## src/rtl/threshold_pair_stage_pkg.sv

```systemverilog
// Shared types and constants for the RGB pair threshold stage.
package threshold_pair_stage_pkg;

    localparam int unsigned PIX_W = 8;
    localparam int unsigned SUM_W = 10;
    localparam int unsigned ROW_W = 10;
    localparam int unsigned COL_W = 11;

    localparam logic [PIX_W-1:0] PIX_BLACK = 8'h00;
    localparam logic [PIX_W-1:0] PIX_WHITE = 8'hFF;

    typedef enum logic [1:0] {
        ST_IDLE   = 2'd0,
        ST_ARMED  = 2'd1,
        ST_ACTIVE = 2'd2,
        ST_DONE   = 2'd3
    } state_t;

    // Stage-1 payload: luminance sums plus frame position of the pair.
    typedef struct packed {
        logic [SUM_W-1:0] sum_even;
        logic [SUM_W-1:0] sum_odd;
        logic [ROW_W-1:0] row;
        logic [COL_W-1:0] col;
        logic             last;
    } stage1_t;

    // Compare against 3*threshold instead of dividing the sum by 3.
    function automatic logic [SUM_W-1:0] sum_limit(input int unsigned thr);
        return SUM_W'(3 * thr);
    endfunction

endpackage

```

## src/rtl/threshold_pair_stage_pixel_threshold.sv

```systemverilog
// One pixel: RGB sum for stage 1, threshold compare of the registered sum for stage 2.
module pixel_threshold
    import threshold_pair_stage_pkg::*;
#(
    parameter int unsigned THRESHOLD = 90,
    parameter bit          INVERT    = 1'b0
) (
    input  logic [PIX_W-1:0] i_red,
    input  logic [PIX_W-1:0] i_green,
    input  logic [PIX_W-1:0] i_blue,
    input  logic [SUM_W-1:0] i_sum,
    output logic [SUM_W-1:0] o_sum_c,
    output logic [PIX_W-1:0] o_pix_c
);

    localparam logic [SUM_W-1:0] LIMIT = sum_limit(THRESHOLD);

    logic w_above;

    assign o_sum_c = SUM_W'(i_red) + SUM_W'(i_green) + SUM_W'(i_blue);
    assign w_above = (i_sum > LIMIT);
    assign o_pix_c = (w_above ^ INVERT) ? PIX_WHITE : PIX_BLACK;

endmodule

```

## src/rtl/threshold_pair_stage.sv

```systemverilog
// Binarises even/odd RGB pixel pairs and tracks frame position, done and error status.
module threshold_pair_stage
    import threshold_pair_stage_pkg::*;
#(
    parameter int unsigned IMAGE_WIDTH  = 768,
    parameter int unsigned IMAGE_HEIGHT = 512,
    parameter int unsigned THRESHOLD    = 90,
    parameter bit          INVERT       = 1'b0
) (
    input  logic             clk,
    input  logic             reset,
    input  logic             vertical_Pulse,
    input  logic             horizontal_Pulse,
    input  logic [PIX_W-1:0] data_Red_Even,
    input  logic [PIX_W-1:0] data_Green_Even,
    input  logic [PIX_W-1:0] data_Blue_Even,
    input  logic [PIX_W-1:0] data_Red_Odd,
    input  logic [PIX_W-1:0] data_Green_Odd,
    input  logic [PIX_W-1:0] data_Blue_Odd,
    output logic [PIX_W-1:0] thr_Even,
    output logic [PIX_W-1:0] thr_Odd,
    output logic             out_Valid,
    output logic [ROW_W-1:0] out_Row,
    output logic [COL_W-1:0] out_Column,
    output logic             frame_Done,
    output logic             frame_Error
);

    localparam logic [COL_W-1:0] COL_LAST = COL_W'(IMAGE_WIDTH - 2);
    localparam logic [ROW_W-1:0] ROW_LAST = ROW_W'(IMAGE_HEIGHT - 1);

    state_t           r_state;
    logic             r_vs_prev;
    logic [ROW_W-1:0] r_row;
    logic [COL_W-1:0] r_col;
    stage1_t          r_s1;
    logic             r_s1_valid;

    logic             w_vs_rise;
    logic             w_open;
    logic             w_accept;
    logic [ROW_W-1:0] w_row;
    logic [COL_W-1:0] w_col;
    logic             w_col_wrap;
    logic             w_last;
    logic             w_overflow;
    logic             w_short;
    logic [SUM_W-1:0] w_sum_even;
    logic [SUM_W-1:0] w_sum_odd;
    logic [PIX_W-1:0] w_pix_even;
    logic [PIX_W-1:0] w_pix_odd;

    // A vsync rise restarts the frame, so a pair arriving with it lands at row 0, col 0.
    assign w_vs_rise  = vertical_Pulse & ~r_vs_prev;
    assign w_open     = (r_state == ST_ARMED) || (r_state == ST_ACTIVE);
    assign w_accept   = horizontal_Pulse & (w_vs_rise | w_open);
    assign w_row      = w_vs_rise ? '0 : r_row;
    assign w_col      = w_vs_rise ? '0 : r_col;
    assign w_col_wrap = (w_col == COL_LAST);
    assign w_last     = w_accept & w_col_wrap & (w_row == ROW_LAST);
    assign w_overflow = horizontal_Pulse & ~w_vs_rise & (r_state == ST_DONE);
    assign w_short    = w_vs_rise & (r_state == ST_ACTIVE);

    pixel_threshold #(.THRESHOLD(THRESHOLD), .INVERT(INVERT)) u_px_even (
        .i_red   (data_Red_Even),
        .i_green (data_Green_Even),
        .i_blue  (data_Blue_Even),
        .i_sum   (r_s1.sum_even),
        .o_sum_c (w_sum_even),
        .o_pix_c (w_pix_even)
    );

    pixel_threshold #(.THRESHOLD(THRESHOLD), .INVERT(INVERT)) u_px_odd (
        .i_red   (data_Red_Odd),
        .i_green (data_Green_Odd),
        .i_blue  (data_Blue_Odd),
        .i_sum   (r_s1.sum_odd),
        .o_sum_c (w_sum_odd),
        .o_pix_c (w_pix_odd)
    );

    // Frame FSM, position counters and sticky error flag.
    always_ff @(posedge clk) begin
        if (reset) begin
            r_state     <= ST_IDLE;
            r_vs_prev   <= 1'b0;
            r_row       <= '0;
            r_col       <= '0;
            frame_Error <= 1'b0;
        end else begin
            r_vs_prev <= vertical_Pulse;

            if (w_accept) begin
                r_state <= w_last ? ST_DONE : ST_ACTIVE;
            end else if (w_vs_rise) begin
                r_state <= ST_ARMED;
            end

            if (w_accept) begin
                if (w_col_wrap) begin
                    r_col <= '0;
                    r_row <= w_last ? '0 : w_row + ROW_W'(1);
                end else begin
                    r_col <= w_col + COL_W'(2);
                    r_row <= w_row;
                end
            end else if (w_vs_rise) begin
                r_row <= '0;
                r_col <= '0;
            end

            if (w_vs_rise) begin
                frame_Error <= w_short;
            end else if (w_overflow) begin
                frame_Error <= 1'b1;
            end
        end
    end

    // Two-stage pixel pipeline: sums and position, then compare results.
    always_ff @(posedge clk) begin
        if (reset) begin
            r_s1_valid <= 1'b0;
            r_s1       <= '0;
            out_Valid  <= 1'b0;
            frame_Done <= 1'b0;
            thr_Even   <= '0;
            thr_Odd    <= '0;
            out_Row    <= '0;
            out_Column <= '0;
        end else begin
            r_s1_valid <= w_accept;
            if (w_accept) begin
                r_s1.sum_even <= w_sum_even;
                r_s1.sum_odd  <= w_sum_odd;
                r_s1.row      <= w_row;
                r_s1.col      <= w_col;
                r_s1.last     <= w_last;
            end

            out_Valid  <= r_s1_valid;
            frame_Done <= r_s1_valid & r_s1.last;
            if (r_s1_valid) begin
                thr_Even   <= w_pix_even;
                thr_Odd    <= w_pix_odd;
                out_Row    <= r_s1.row;
                out_Column <= r_s1.col;
            end
        end
    end

endmodule

```

## config.mk

```make
export PLATFORM = sky130hd
export DESIGN_NAME = threshold_pair_stage
export DESIGN_NICKNAME = d
export VERILOG_FILES = /design/src/rtl/threshold_pair_stage_pkg.sv /design/src/rtl/threshold_pair_stage_pixel_threshold.sv /design/src/rtl/threshold_pair_stage.sv
export SDC_FILE = /design/constraint.sdc
export NUM_CORES = 1
export LEC_CHECK = 0
export CAP_MARGIN = 15
export CELL_PAD_IN_SITES_DETAIL_PLACEMENT = 1
export CELL_PAD_IN_SITES_GLOBAL_PLACEMENT = 1
export CORE_MARGIN = 4
export CORE_UTILIZATION = 42
export CTS_CLUSTER_SIZE = 20
export DETAILED_ROUTE_END_ITERATION = 16
export GPL_ROUTABILITY_DRIVEN = 1
export PLACE_DENSITY = 0.87
export SYNTH_ARGS = -nofsm -noshare
export SYNTH_HDL_FRONTEND = slang
export SYNTH_SLANG_ARGS = --single-unit
```

## constraint.sdc

```tcl
create_clock -name clk -period 5 [get_ports clk]
set_clock_uncertainty 0.05 [all_clocks]
set_input_delay 1 -clock clk [delete_from_list [all_inputs] [get_ports clk]]
set_output_delay 1 -clock clk [all_outputs]
set_load 0.01 [all_outputs]
```

Word-level counts from Yosys, hierarchy flattened
Index checks and enable logic that the tools add are counted.
W data, S select, Z words.
{"block": "totals", "reg_bits": 107, "elab_cells": 58, "output_inout_bits": 40}
{"block": "classes", "add_sub_neg": 6, "bitwise": 11, "eq_ne": 5, "mux": 14, "n_reduce_logical": 3, "order_cmp": 2}
{"operator": "$mux W10", "count": 4}
{"operator": "$mux W11", "count": 3}
{"operator": "$add A10 B8 Y10", "count": 2}
{"operator": "$gt A10 B9 Y1 const B", "count": 2}
{"operator": "$add A8 B8 Y9", "count": 2}
{"operator": "$mux W8", "count": 2}
{"operator": "$add A11 B2 Y11 const B", "count": 1}
{"operator": "$eq A11 B10 Y1 const B", "count": 1}
{"operator": "$add A10 B1 Y10 const B", "count": 1}
{"operator": "$eq A10 B9 Y1 const B", "count": 1}
{"operator": "$and A1 B1 Y1", "count": 8}
{"operator": "$eq A2 B2 Y1 const B", "count": 2}
{"operator": "$mux W2", "count": 2}
{"operator": "$reduce_bool A2 Y1", "count": 2}
{"operator": "$mux W1", "count": 3}
{"operator": "$eq A2 B1 Y1 const B", "count": 1}
{"operator": "$not A1 Y1", "count": 2}
{"operator": "$logic_or A1 B1 Y1", "count": 1}
{"operator": "$or A1 B1 Y1", "count": 1}

Logic depth before layout (Yosys ltp)
Gate-level depths: netlist of the first run.
{"block": "logic_depth", "ltp_word": 9, "depth_mapped": 14, "mapped_depth_nobuf": 14}

Hierarchy
A second synthesis of the first run with hierarchy kept.
{"block": "hier_totals", "cells_unflattened": 587, "area_unflattened_um2": 5211.2}
{"module": "threshold_pair_stage", "instances": 1, "cells_each": 461, "area_per_inst_um2": 4087.7}
{"module": "pixel_threshold at u_px_even", "instances": 1, "cells_each": 65, "area_per_inst_um2": 580.6}
{"module": "pixel_threshold at u_px_odd", "instances": 1, "cells_each": 61, "area_per_inst_um2": 543.0}

Worst setup path before layout of the first run
No wires, ideal clock.
{"block": "synth_timing", "path_kind": "input-to-reg", "from": "input data_Red_Even[0]", "to": "register r_s1[41] (netlist name)", "cell_stages": 13, "t_arrival_ns": 3.310, "setup_slack_ns": 1.519, "path_buffers": 0, "setup_time_ns": 0.121, "path_cell_list": "ha_1 -> inv_1 -> fa_1 -> nand2b_1 -> a21oi_1 -> o21a_1 -> nor2_1 -> xnor2_1 -> ha_1 -> or4_1 -> o22a_1 -> a21oi_1 -> o21ai_0"}
{"block": "synth_between", "elab_chain_cells": 2}
{"item": "start: declaration", "line": "threshold_pair_stage.sv:14", "text": "input logic [PIX_W-1:0] data_Red_Even,"}
{"item": "$add A8 B8 Y9", "line": "threshold_pair_stage_pixel_threshold.sv:20", "text": "assign o_sum_c = SUM_W'(i_red) + SUM_W'(i_green) + SUM_W'(i_blue);"}
{"item": "$add A10 B8 Y10", "line": "threshold_pair_stage_pixel_threshold.sv:20"}
{"item": "end: declaration", "line": "threshold_pair_stage.sv:36", "text": "stage1_t r_s1;"}
Every way passes these cells.
A chain may end at the register's enable or synchronous reset.

Worst setup path after layout of the first run
Ends and elaborated chain as after synthesis.

==> key figures, run 1 <==
Outcome
  – Status: finished clean

Power
  – Clock Power Share: 0.366
  – Logic gate share of total power: 0.232
  – VDD IR max: 0.1502 mV
  – Int Pwr: 1.394 mW
  – Lkg Pwr: 2.374 nW
  – Pwr/cell area: 309.5 mW/mm²
  – Sequential share of power: 0.402
  – Sw Pwr: 0.5611 mW
  – Switching Fraction: 0.2870

STA
  – FMAX: 256.9 MHz
  – Final hold viol count: 0
  – RSZ-0062 raised after global routing: false
  – Post-route setup slack: 1108 ps
  – Slew headroom: 0.3231
  – Setup tns final: 0 ps
  – Final period util: 0.7784
  – Slew Limit Fails: 0
  – Tightest Pin Transition: 1012 ps
  – Setup-failing EPs final: 0
  – Post-route minimum period: 3892 ps

Global route
  – Initial antenna violation count: 0
  – Grt ovf: 0
  – Vias in the first global route: 4916
  – Pin count of the biggest net entering global routing: 44
  – Global-route wire length before repair: 24150 µm
  – Tot GR Track Use: 0.2062

Floorplan
  – I/O pins: 92
  – Die area: 0.01386 mm²
  – Row cnt: 39
  – Die X: 117.7 µm
  – DIE HEIGHT: 117.7 µm
  – Core ar.: 0.01161 mm²
  – Starting density of the core: 0.4356

Yosys
  – Post-Synthesis Cells: 599
  – Yosys top cell area share: 0.3680
  – Area leader, netlist: dfxtp_1
  – Most instantiated cells after synthesis: dfxtp_1 (93), nor2_1 (79), nand2_1 (53)
  – Synthesized Nets: 692
  – Mapped Area: 0.005059 mm²
  – Mapped Avg Cell Area: 8.445 µm²
  – Async SR Flop Fraction: 0
  – Ys Warns: 0
  – Area contributors post-synth: dfxtp_1 (37%), ha_1 (9.2%), nor2_1 (5.9%), a21oi_1 (5.1%), mux2i_1 (4.7%)
  – Yosys reg bits: 93
  – Post-synth top flop: dfxtp_1
  – Post-synth EDFFs: 0
  – Seq/Total Area, Yosys: 0.3680
  – Most common cell in the synthesized netlist: dfxtp_1
  – Yosys cell types: 56

Critical path
  – Kind of critical path: in2reg
  – Crit-path max cell delay: 530 ps
  – Critical path peak fanout: 4
  – Buffers and inverters on the worst path: 2
  – Critical Path RT: 5180 ps
  – Crit-path slowest cell: or4_1
  – Critical path capture point type: flop
  – Sequence of cells on the critical path: clkdlybuf4s50_1 -> ha_1 -> inv_1 -> fa_1 -> nand2b_1 -> a21oi_1 -> o21a_1 -> nor2_1 -> xnor2_1 -> ha_1 -> or4_1 -> o22a_1 -> a21oi_1 -> o21ai_0
  – Crit path launch type: input pin
  – Cell family with most CP delay: compound AO/OA/AOI/OAI gates
  – Worst EP arrival: 4070 ps

Detailed routing
  – Routed via count: 4630
  – Final wirelength: 14180 µm
  – DRT antenna net count: 0
  – Drt via density: 5.681
  – Number of DRC markers in iteration 0: 234
  – Drt first pass iters: 4
  – Routed WL per cell: 17.40 µm
  – # DRC: 0

Final layout
  – Area Overhead vs Synth: 24.88%
  – Layout cells sized above 1: 0.05060
  – Number of nets in the layout: 760
  – Final cell count without fillers: 815
  – Multi-input gate area: 0.002930 mm²
  – Register Area: 0.001862 mm²
  – ANT cells: 0
  – Filler cells: 1393
  – Final Core Density: 0.5440

Placement
  – Pre-CTS setup slack: 766.4 ps
  – Post-DP HPWL: 10410 µm
  – GPL Wtd Cong: 0.8428
  – Post-Place Cells: 799
  – Port Buffer Count: 91

CTS
  – Number of clock sinks: 93
  – CTS max path bufs: 2
  – Clock Latency Late Sink: 350 ps
  – Num CTS Buffers: 9
  – Clock root buffer: clkbuf_16
  – CTS Hold Buffers Added: 0
  – H-tree levels: 3
  – Post CTS Setup Buffer Count: 0
  – TritonCTS clock tree: yes
  – Post-CTS sizing: 0
  – Clock-pin transition on the worst setup and hold timing paths: 70 ps

Min path
  – Worst hold path class: reg2reg

Flow run
  – Max-cap violations: 0
## flip-flops by register name (all words and copies together) (netlist names)
register	count
frame_Done	1
frame_Error	1
out_Column	11
out_Row	10
out_Valid	1
r_col	11
r_row	10
r_s1	42
r_s1_valid	1
r_state	2
r_vs_prev	1
thr_Even	1
thr_Odd	1
## path summary, 6_finish.rpt
| check | start | to | slack [ps] | cells past startpoint |
|---|---|---|---|---|
| worst max-delay path | data_Red_Even[0] | r_s1[41]$_SDFFE_PP0P_ | 1110 | 14 |
| worst min-delay path | r_s1[7]$_SDFFE_PP0P_ | r_s1[7]$_SDFFE_PP0P_ | 410 | 2 |
| worst max register to register | r_vs_prev$_SDFF_PP0_ | r_row[3]$_SDFF_PP0_ | 2160 | 9 |
| worst min register to register | r_s1[7]$_SDFFE_PP0P_ | r_s1[7]$_SDFFE_PP0P_ | 410 | 2 |
## layout make-up
| type | instances | share of cell area |
|---|---|---|
| Clock buffer | 11 | 0.04001 |
| Clock inverter | 5 | 0.01010 |
| Inverter | 17 | 0.01010 |
| Multi-Input combinational cell | 447 | 0.4639 |
| Sequential cell | 93 | 0.2947 |
| Tap cell | 143 | 0.02832 |
| Timing Repair Buffer | 99 | 0.1529 |
## power groups by stage
stage               Combinational (mW)  Clock (mW)  Sequential (mW)
finish                           0.453       0.716            0.786
global route                     0.509       0.757            0.789
CTS                              0.456       0.724            0.786
detailed placement               0.449           0            0.803
global placement                 0.424           0            0.801
floorplan                        0.311           0            0.798
## logic make-up after synthesis
group | Yosys count | synth area share
and+or+nand+nor | 231 | 0.2211
AOI/OAI and AO/OA | 125 | 0.1548
DFF | 93 | 0.3680
buffers and inverters | 59 | 0.05565
adders and majority gates | 41 | 0.1073
xor gates and xnor gates | 25 | 0.04328
muxes | 25 | 0.04972
## stage by stage
step | hold WS [ps] | power [mW] | area, µm²
floorplan | 375.8 | 1.109 | 5059
global placement | 390.8 | 1.225 | 6001
detailed placement | 401.0 | 1.252 | 6001
CTS | 410.9 | 1.967 | 6317
global route | 423.5 | 2.055 | 6317
finish | 408.7 | 1.955 | 6317
## routing by layer
layer / track usage / part of all wire / vias to the layer above
li1: - / - / 2244
met1: 0.2446 / 0.44 / 2255
met2: 0.3733 / 0.51 / 109
met3: 0.03556 / 0.035 / 22
met4: 0.07253 / 0.019 / 0
met5: 0 / 0 / -
## worst register-to-register path, stage by stage, from the launching register on
cell	delay, ps
dfxtp_1	320
nand2b_1	650
and2_1	300
ha_1	200
and2_1	190
nand4_1	120
nor4_1	270
buf_4	210
and3_1	320
nor4_1	90
## cells in the final DEF, fill, tap and decap left out, types with 2 or more instances in the layout
master	netlist	final
a211o_1	3	3
a211oi_1	9	9
a21o_1	7	7
a21oi_1	52	52
a22o_1	2	2
a31oi_1	4	4
and2_1	6	6
and3_1	5	5
buf_4	14	8
clkbuf_16	0	9
clkbuf_8	0	2
clkdlybuf4s50_1	0	90
dfxtp_1	93	93
fa_1	4	4
ha_1	37	37
inv_1	17	17
inv_6	0	2
mux2i_1	24	24
nand2_1	53	53
nand2b_1	7	7
nand3_1	21	21
nand4_1	13	13
nor2_1	79	79
nor2b_1	3	3
nor3_1	14	14
nor4_1	7	7
nor4b_1	4	4
o211ai_1	5	5
o21a_1	7	7
o21ai_0	18	17
o21bai_1	3	3
o22a_1	2	2
o22ai_1	2	2
or4_1	10	10
xnor2_1	20	20
xor2_1	5	5
Power figures use the tool's default switching activity.
==> run 2, diff against run 1 <==
--- a/config.mk
+++ b/config.mk
@@ -9,11 +9,11 @@
 export CELL_PAD_IN_SITES_DETAIL_PLACEMENT = 1
 export CELL_PAD_IN_SITES_GLOBAL_PLACEMENT = 1
 export CORE_MARGIN = 4
-export CORE_UTILIZATION = 42
+export CORE_UTILIZATION = 36
 export CTS_CLUSTER_SIZE = 20
 export DETAILED_ROUTE_END_ITERATION = 16
 export GPL_ROUTABILITY_DRIVEN = 1
-export PLACE_DENSITY = 0.87
+export PLACE_DENSITY = 0.79
 export SYNTH_ARGS = -nofsm -noshare
 export SYNTH_HDL_FRONTEND = slang
 export SYNTH_SLANG_ARGS = --single-unit
==> constraint.sdc (replaced) <==
create_clock -name clk -period 3.5 [get_ports clk]
set_clock_uncertainty 0.05 [all_clocks]
set_input_delay 0.7 -clock clk [delete_from_list [all_inputs] [get_ports clk]]
set_output_delay 0.7 -clock clk [all_outputs]
set_load 0.01 [all_outputs]
==> key figures, run 2 (synthesis gave the netlist of run 1 again) <==
Detailed routing
  – Routed via count: 4699 (+1.5%)
  – Drt first pass iters: 4 (unchanged)
  – Drt via density: 5.346 (-5.9%)
  – # DRC: 0 (unchanged)
  – Number of DRC markers in iteration 0: 229 (-2.1%)
  – Final wirelength: 14100 µm (-0.55%)
  – Routed WL per cell: 16.04 µm (-7.8%)
  – DRT antenna net count: 0 (unchanged)

Floorplan
  – Core ar.: 0.01383 mm² (+19%)
  – DIE HEIGHT: 126.5 µm (+7.5%)
  – Starting density of the core: 0.3658 (-0.06973)
  – Row cnt: 43 (+10%)
  – Die X: 126.5 µm (+7.5%)
  – Die area: 0.01601 mm² (+15%)
  – I/O pins: 92 (unchanged)

Final layout
  – Top flop regs: r_s1 (42), out_Column (11), r_col (11)
  – Area Overhead vs Synth: 30.40%
  – Max reg flops: 42 (unchanged)
  – ANT cells: 0 (unchanged)
  – Layout cells sized above 1: 0.09299 (+0.04239)
  – Filler cells: 1643 (+18%)
  – Most common cell after layout, fill and taps aside: dfxtp_1
  – Most flops, register: r_s1
  – Most frequent cells in the layout: dfxtp_1 (93), clkdlybuf4s50_1 (90), nor2_1 (79)
  – Post-route cell area: 0.006596 mm² (+4.4%)
  – Number of nets in the layout: 787 (+3.6%)

STA
  – Tightest Pin Transition: 749.4 ps (-262.1 ps)
  – Slew headroom: 0.4985 (+0.1754)
  – Slew Limit Fails: 0 (unchanged)
  – Final hold viol count: 0 (unchanged)
  – Post-route minimum period: 3366 ps
  – RSZ-0062 raised after global routing: false
  – FMAX: 297.1 MHz
  – Final period util: 0.9616
  – Worst hold slack: 409.4 ps (+0.6970 ps)
  – Setup-failing EPs final: 0 (unchanged)
  – Post-route setup slack: 134.2 ps (-973.6 ps)

CTS
  – TritonCTS clock tree: yes
  – CTS max path bufs: 2 (unchanged)
  – Number of clock sinks: 93 (unchanged)
  – Clock root buffer: clkbuf_16
  – Clock Latency Late Sink: 340 ps (about the same)
  – Post CTS Setup Buffer Count: 0 (unchanged)
  – Clock-pin transition on the worst setup and hold timing paths: 60 ps (about the same)
  – Num CTS Buffers: 9 (unchanged)
  – H-tree levels: 3 (unchanged)

Flow run
  – Max-cap violations: 0 (unchanged)

Global route
  – Tot GR Track Use: 0.1755 (-0.03075)
  – Pin count of the biggest net entering global routing: 39 (-11%)
  – Global-route wire length before repair: 23740 µm (-1.7%)
  – Grt ovf: 0 (unchanged)
  – Vias in the first global route: 4930 (+0.28%)
  – Initial antenna violation count: 0 (unchanged)

Critical path
  – Buffers and inverters on the worst path: 2 (unchanged)
  – Critical path capture point type: flop
  – Crit-path max cell delay: 520 ps (about the same)
  – Critical Path RT: 3670 ps (-1510 ps)
  – Critical path peak fanout: 2 (-2)
  – Crit-path slowest cell: or4_1
  – Sequence of cells on the critical path: clkdlybuf4s50_1 -> ha_2 -> inv_1 -> fa_2 -> nand2b_4 -> a21oi_4 -> o21a_1 -> nor2_1 -> xnor2_1 -> ha_1 -> or4_1 -> o22a_1 -> a21oi_1 -> o21ai_0
  – Crit path launch type: input pin
  – Kind of critical path: in2reg
  – Worst EP arrival: 3530 ps (-540 ps)
  – Cell family with most CP delay: compound AO/OA/AOI/OAI gates

Placement
  – Post-DP HPWL: 10500 µm (+0.87%)
  – GPL Wtd Cong: 0.7967 (-5.5%)
  – Dpl cell area: 0.006262 mm² (+4.4%)
  – Pre-CTS setup slack: -369.1 ps (-1136 ps)
  – Port Buffer Count: 91 (unchanged)

Power
  – Design Power: 2.841 mW (+45%)
  – Logic gate share of total power: 0.251 (+0.019)
  – Clock Power Share: 0.353 (-0.013)
  – Sequential share of power: 0.396 (-0.006)
  – Lkg Pwr: 2.521 nW (+6.2%)
  – Int Pwr: 2.043 mW (+46%)
  – Sw Pwr: 0.7985 mW (+42%)
  – Pwr/cell area: 430.7 mW/mm² (+39%)
  – VDD IR max: 0.2368 mV (+58%)
  – Switching Fraction: 0.2811 (-0.005920)

Min path
  – Worst hold path class: reg2reg

Outcome
  – Status: finished clean
==> run 2: cell count changes in the layout (fill, tap and decap cells not counted), sizes merged <==
cell      change
buf          +27
clkinv        +2
clkinvlp      -1
inv           -1
==> run 2: path summary, 6_finish.rpt <==
path                           start                     to  slack, ps  depth (start not counted)
min reg2reg    r_s1[26]$_SDFFE_PP0P_  r_s1[26]$_SDFFE_PP0P_        410                          2
max                 data_Red_Even[0]  r_s1[41]$_SDFFE_PP0P_        130                         14
max reg2reg  r_state[0]$_SDFFE_PP0P_    r_row[9]$_SDFF_PP0_       1000                          7
min            r_s1[26]$_SDFFE_PP0P_  r_s1[26]$_SDFFE_PP0P_        410                          2
==> run 2: layout make-up <==
cell class,instances,area [µm²],area share
Tap cell,180,225.2,0.03414
Inverter,17,63.81,0.009674
Timing Repair Buffer,126,1181,0.1791
Multi-Input combinational cell,447,2954,0.4478
Sequential cell,93,1862,0.2822
Clock buffer,11,252.7,0.03832
Clock inverter,5,57.56,0.008725
==> run 2: power groups by stage <==
stage	registers [mW]	clock network, mW	logic, mW
finish	1.12	1.00	0.714
global route	1.13	1.07	0.791
CTS	1.12	1.02	0.714
detailed placement	1.15	0	0.707
global placement	1.14	0	0.672
floorplan	1.14	0	0.444
==> run 2: repair_timing <==
action | in CTS | in global routing
endpoints found under the hold margin | 0 | 0
cloned | 0 | 0
hold buffers | 0 | 0
gates resized for setup | 1 | 5
setup endpoints to repair | 1 | 4
pin swaps | 0 | 5
==> run 2: stage by stage <==
| stage | utilization | TNS, ps | instances |
|---|---|---|---|
| finish | 0.4771 | 0 | 879 |
| global route | 0.4771 | 0 | 879 |
| CTS | 0.4756 | 0 | 879 |
| detailed placement | 0.4529 | -1652 | 863 |
| global placement | 0.4529 | -814.9 | 863 |
| floorplan | - | 0 | 599 |
==> run 2: layer usage <==
layer,part of all wire,track usage
met5,0,0
met4,0.016,0.05615
met1,0.44,0.2155
met3,0.037,0.02105
met2,0.50,0.3185
==> run 2: worst reg2reg max path, cell delays in order, from the launching register on <==
cell and delay, ps:
dfxtp_1 360, inv_1 60, ha_1 350, and4b_1 350, nand4_1 130, or4_4 490
or4_1 500, a21oi_1 150
==> run 3, diff against run 2 <==
--- a/config.mk
+++ b/config.mk
@@ -8,12 +8,13 @@
 export CAP_MARGIN = 15
 export CELL_PAD_IN_SITES_DETAIL_PLACEMENT = 1
 export CELL_PAD_IN_SITES_GLOBAL_PLACEMENT = 1
+export CORE_ASPECT_RATIO = 0.5
 export CORE_MARGIN = 4
 export CORE_UTILIZATION = 36
 export CTS_CLUSTER_SIZE = 20
 export DETAILED_ROUTE_END_ITERATION = 16
 export GPL_ROUTABILITY_DRIVEN = 1
-export PLACE_DENSITY = 0.79
+export PLACE_DENSITY = 0.8
 export SYNTH_ARGS = -nofsm -noshare
 export SYNTH_HDL_FRONTEND = slang
 export SYNTH_SLANG_ARGS = --single-unit
==> key figures, run 3 (synthesis gave the netlist of run 1 again) <==
Outcome
  – Status: finished clean

Final layout
  – Most frequent cells in the layout: dfxtp_1 (93), clkdlybuf4s50_1 (90), nor2_1 (79)
  – Number of nets in the layout: 790 (+0.38%)
  – Layout cells sized above 1: 0.09972 (+0.006725)
  – Top flop regs: r_s1 (42), out_Column (11), r_col (11)
  – Final cell count without fillers: 894 (+1.7%)
  – Most flops, register: r_s1
  – Max reg flops: 42 (unchanged)
  – ANT cells: 0 (unchanged)
  – Area Overhead vs Synth: 30.84%
  – Most common cell after layout, fill and taps aside: dfxtp_1

Detailed routing
  – # DRC: 0 (unchanged)
  – Met3 WL post-DR: 354 µm (-32%)
  – Met1 wire length: 6296 µm (+0.45%)
  – Final wirelength: 13930 µm (-1.2%)
  – Routed WL per cell: 15.58 µm (-2.9%)
  – Met2 wire length: 7190 µm (+1.3%)
  – Top Metal Used: met4
  – DRT antenna net count: 0 (unchanged)
  – Routed via count: 4634 (-1.4%)
  – Drt first pass iters: 4 (unchanged)
  – Drt via density: 5.183 (-3.0%)
  – Number of DRC markers in iteration 0: 158 (-31%)

Global route
  – Pin count of the biggest net entering global routing: 45 (+15%)
  – Global-route wire length before repair: 23420 µm (-1.4%)
  – Tot GR Track Use: 0.1722 (-0.003331)
  – Initial antenna violation count: 0 (unchanged)
  – Grt ovf: 0 (unchanged)
  – Vias in the first global route: 4868 (-1.3%)

Power
  – VDD IR max: 0.2313 mV (-2.3%)
  – Lkg Pwr: 2.519 nW (about the same)
  – Logic gate share of total power: 0.258 (+0.007)
  – Pwr/cell area: 422.1 mW/mm² (-2.0%)
  – Int Pwr: 1.981 mW (-3.0%)
  – Sw Pwr: 0.8136 mW (+1.9%)
  – Design Power: 2.794 mW (-1.6%)
  – Sequential share of power: 0.402 (+0.006)
  – Clock Power Share: 0.340 (-0.013)
  – Switching Fraction: 0.2912 (+0.01012)

STA
  – Final period util: 0.9566 (-0.005008)
  – Setup-failing EPs final: 0 (unchanged)
  – FMAX: 298.7 MHz (+0.52%)
  – Slew headroom: 0.4138 (-0.08470)
  – Tightest Pin Transition: 879.3 ps (+129.9 ps)
  – Setup tns final: 0 ps (unchanged)
  – Post-route minimum period: 3348 ps (-17.53 ps)
  – Post-route setup slack: 151.8 ps (+17.53 ps)
  – Final hold viol count: 0 (unchanged)
  – Slew Limit Fails: 0 (unchanged)

CTS
  – H-tree levels: 3 (unchanged)
  – Clock-pin transition on the worst setup and hold timing paths: 60 ps (about the same)
  – CTS max path bufs: 2 (unchanged)
  – Clock Latency Late Sink: 340 ps (about the same)
  – Post CTS Setup Buffer Count: 0 (unchanged)
  – Number of clock sinks: 93 (unchanged)
  – Num CTS Buffers: 9 (unchanged)
  – Clock root buffer: clkbuf_16
  – TritonCTS clock tree: yes

Floorplan
  – I/O pins: 92 (unchanged)
  – Die X: 175.6 µm (+39%)
  – Die area: 0.01613 mm² (+0.72%)
  – Row cnt: 30 (-30%)
  – Core ar.: 0.01366 mm² (-1.2%)
  – DIE HEIGHT: 91.82 µm (-27%)
  – Starting density of the core: 0.3702 (+0.004389)

Placement
  – Post-DP HPWL: 10400 µm (-0.98%)
  – GPL Wtd Cong: 0.8208 (+3.0%)
  – Port Buffer Count: 91 (unchanged)
  – Post-Place Cells: 878 (+1.7%)
  – Pre-CTS setup slack: -274.0 ps (+95.17 ps)

Critical path
  – Worst reg2reg path depth: 9 (+2)
  – Crit path launch type: input pin
  – Critical Path RT: 3670 ps (about the same)
  – Kind of critical path: in2reg
  – Critical path peak fanout: 2 (unchanged)
  – Critical path capture point type: flop
  – Worst EP arrival: 3520 ps (about the same)

Min path
  – Worst hold path class: reg2reg
  – Hold Path Stages: 2 (unchanged)

Flow run
  – Max-cap violations: 0 (unchanged)
-- run 3: cell types whose count changed in the layout (fill, tap and decap cells not counted), sizes merged --
cell      previous run  this run
buf                 36        39
bufinv               1         0
clkinv               3         1
clkinvlp             0         2
inv                 18        19
-- run 3: power by group through the flow --
stage	registers (mW)	clock network [mW]	logic, mW
final	1.12	0.949	0.721
after global routing	1.13	1.01	0.803
after detailed placement	1.15	0	0.708
after floorplan	1.14	0	0.444
after global placement	1.14	0	0.682
after CTS	1.12	0.973	0.715
-- run 3: layout make-up --
type	count	area, µm²
well taps	192	240.2
inverters	17	63.81
flip-flops and latches	93	1862
clock inverters	5	41.29
repair buffers	129	1204
clock buffers	11	252.7
fillers	1618	7044
multi-input cells	447	2955
-- run 3: worst max-delay path, stage by stage --
cell and delay (ps):
clkdlybuf4s50_1 460, ha_1 180, inv_1 60, fa_2 350
nand2b_4 160, a21oi_2 160, o21a_1 120, nor2_1 40
xnor2_1 120, ha_1 190, or4_1 520, o22a_1 230
a21oi_1 140, o21ai_0 80
-- run 3: worst paths after layout --
| path | slack (ps) | from | to |
|---|---|---|---|
| worst min-delay path | 400 | r_s1[1]$_SDFFE_PP0P_ | r_s1[1]$_SDFFE_PP0P_ |
| worst min register to register | 400 | r_s1[1]$_SDFFE_PP0P_ | r_s1[1]$_SDFFE_PP0P_ |
| worst max register to register | 920 | r_vs_prev$_SDFF_PP0_ | r_state[0]$_SDFFE_PP0P_ |
| worst max-delay path | 150 | data_Red_Even[0] | r_s1[41]$_SDFFE_PP0P_ |
-- run 3: metal layers --
| metal | vias to the layer above | global-route usage |
|---|---|---|
| li1 | 2309 | - |
| met1 | 2254 | 0.2126 |
| met2 | 61 | 0.3200 |
| met3 | 10 | 0.02759 |
| met4 | 0 | 0.03178 |
| met5 | - | 0 |
-- run 3: metrics by stage --
step                      hold slack [ps]  instance area [µm²]    util
after floorplan                     375.8                 5059       -
after global placement              388.9                 6300  0.4611
after detailed placement            399.3                 6300  0.4611
after CTS                           409.2                 6594  0.4826
after global routing                423.7                 6619  0.4844
final                               404.1                 6619  0.4844
-- run 3: timing repair --
action,in CTS,in global routing
hold buffers,0,0
endpoints found under the setup margin,0,7
gates resized for setup,0,7
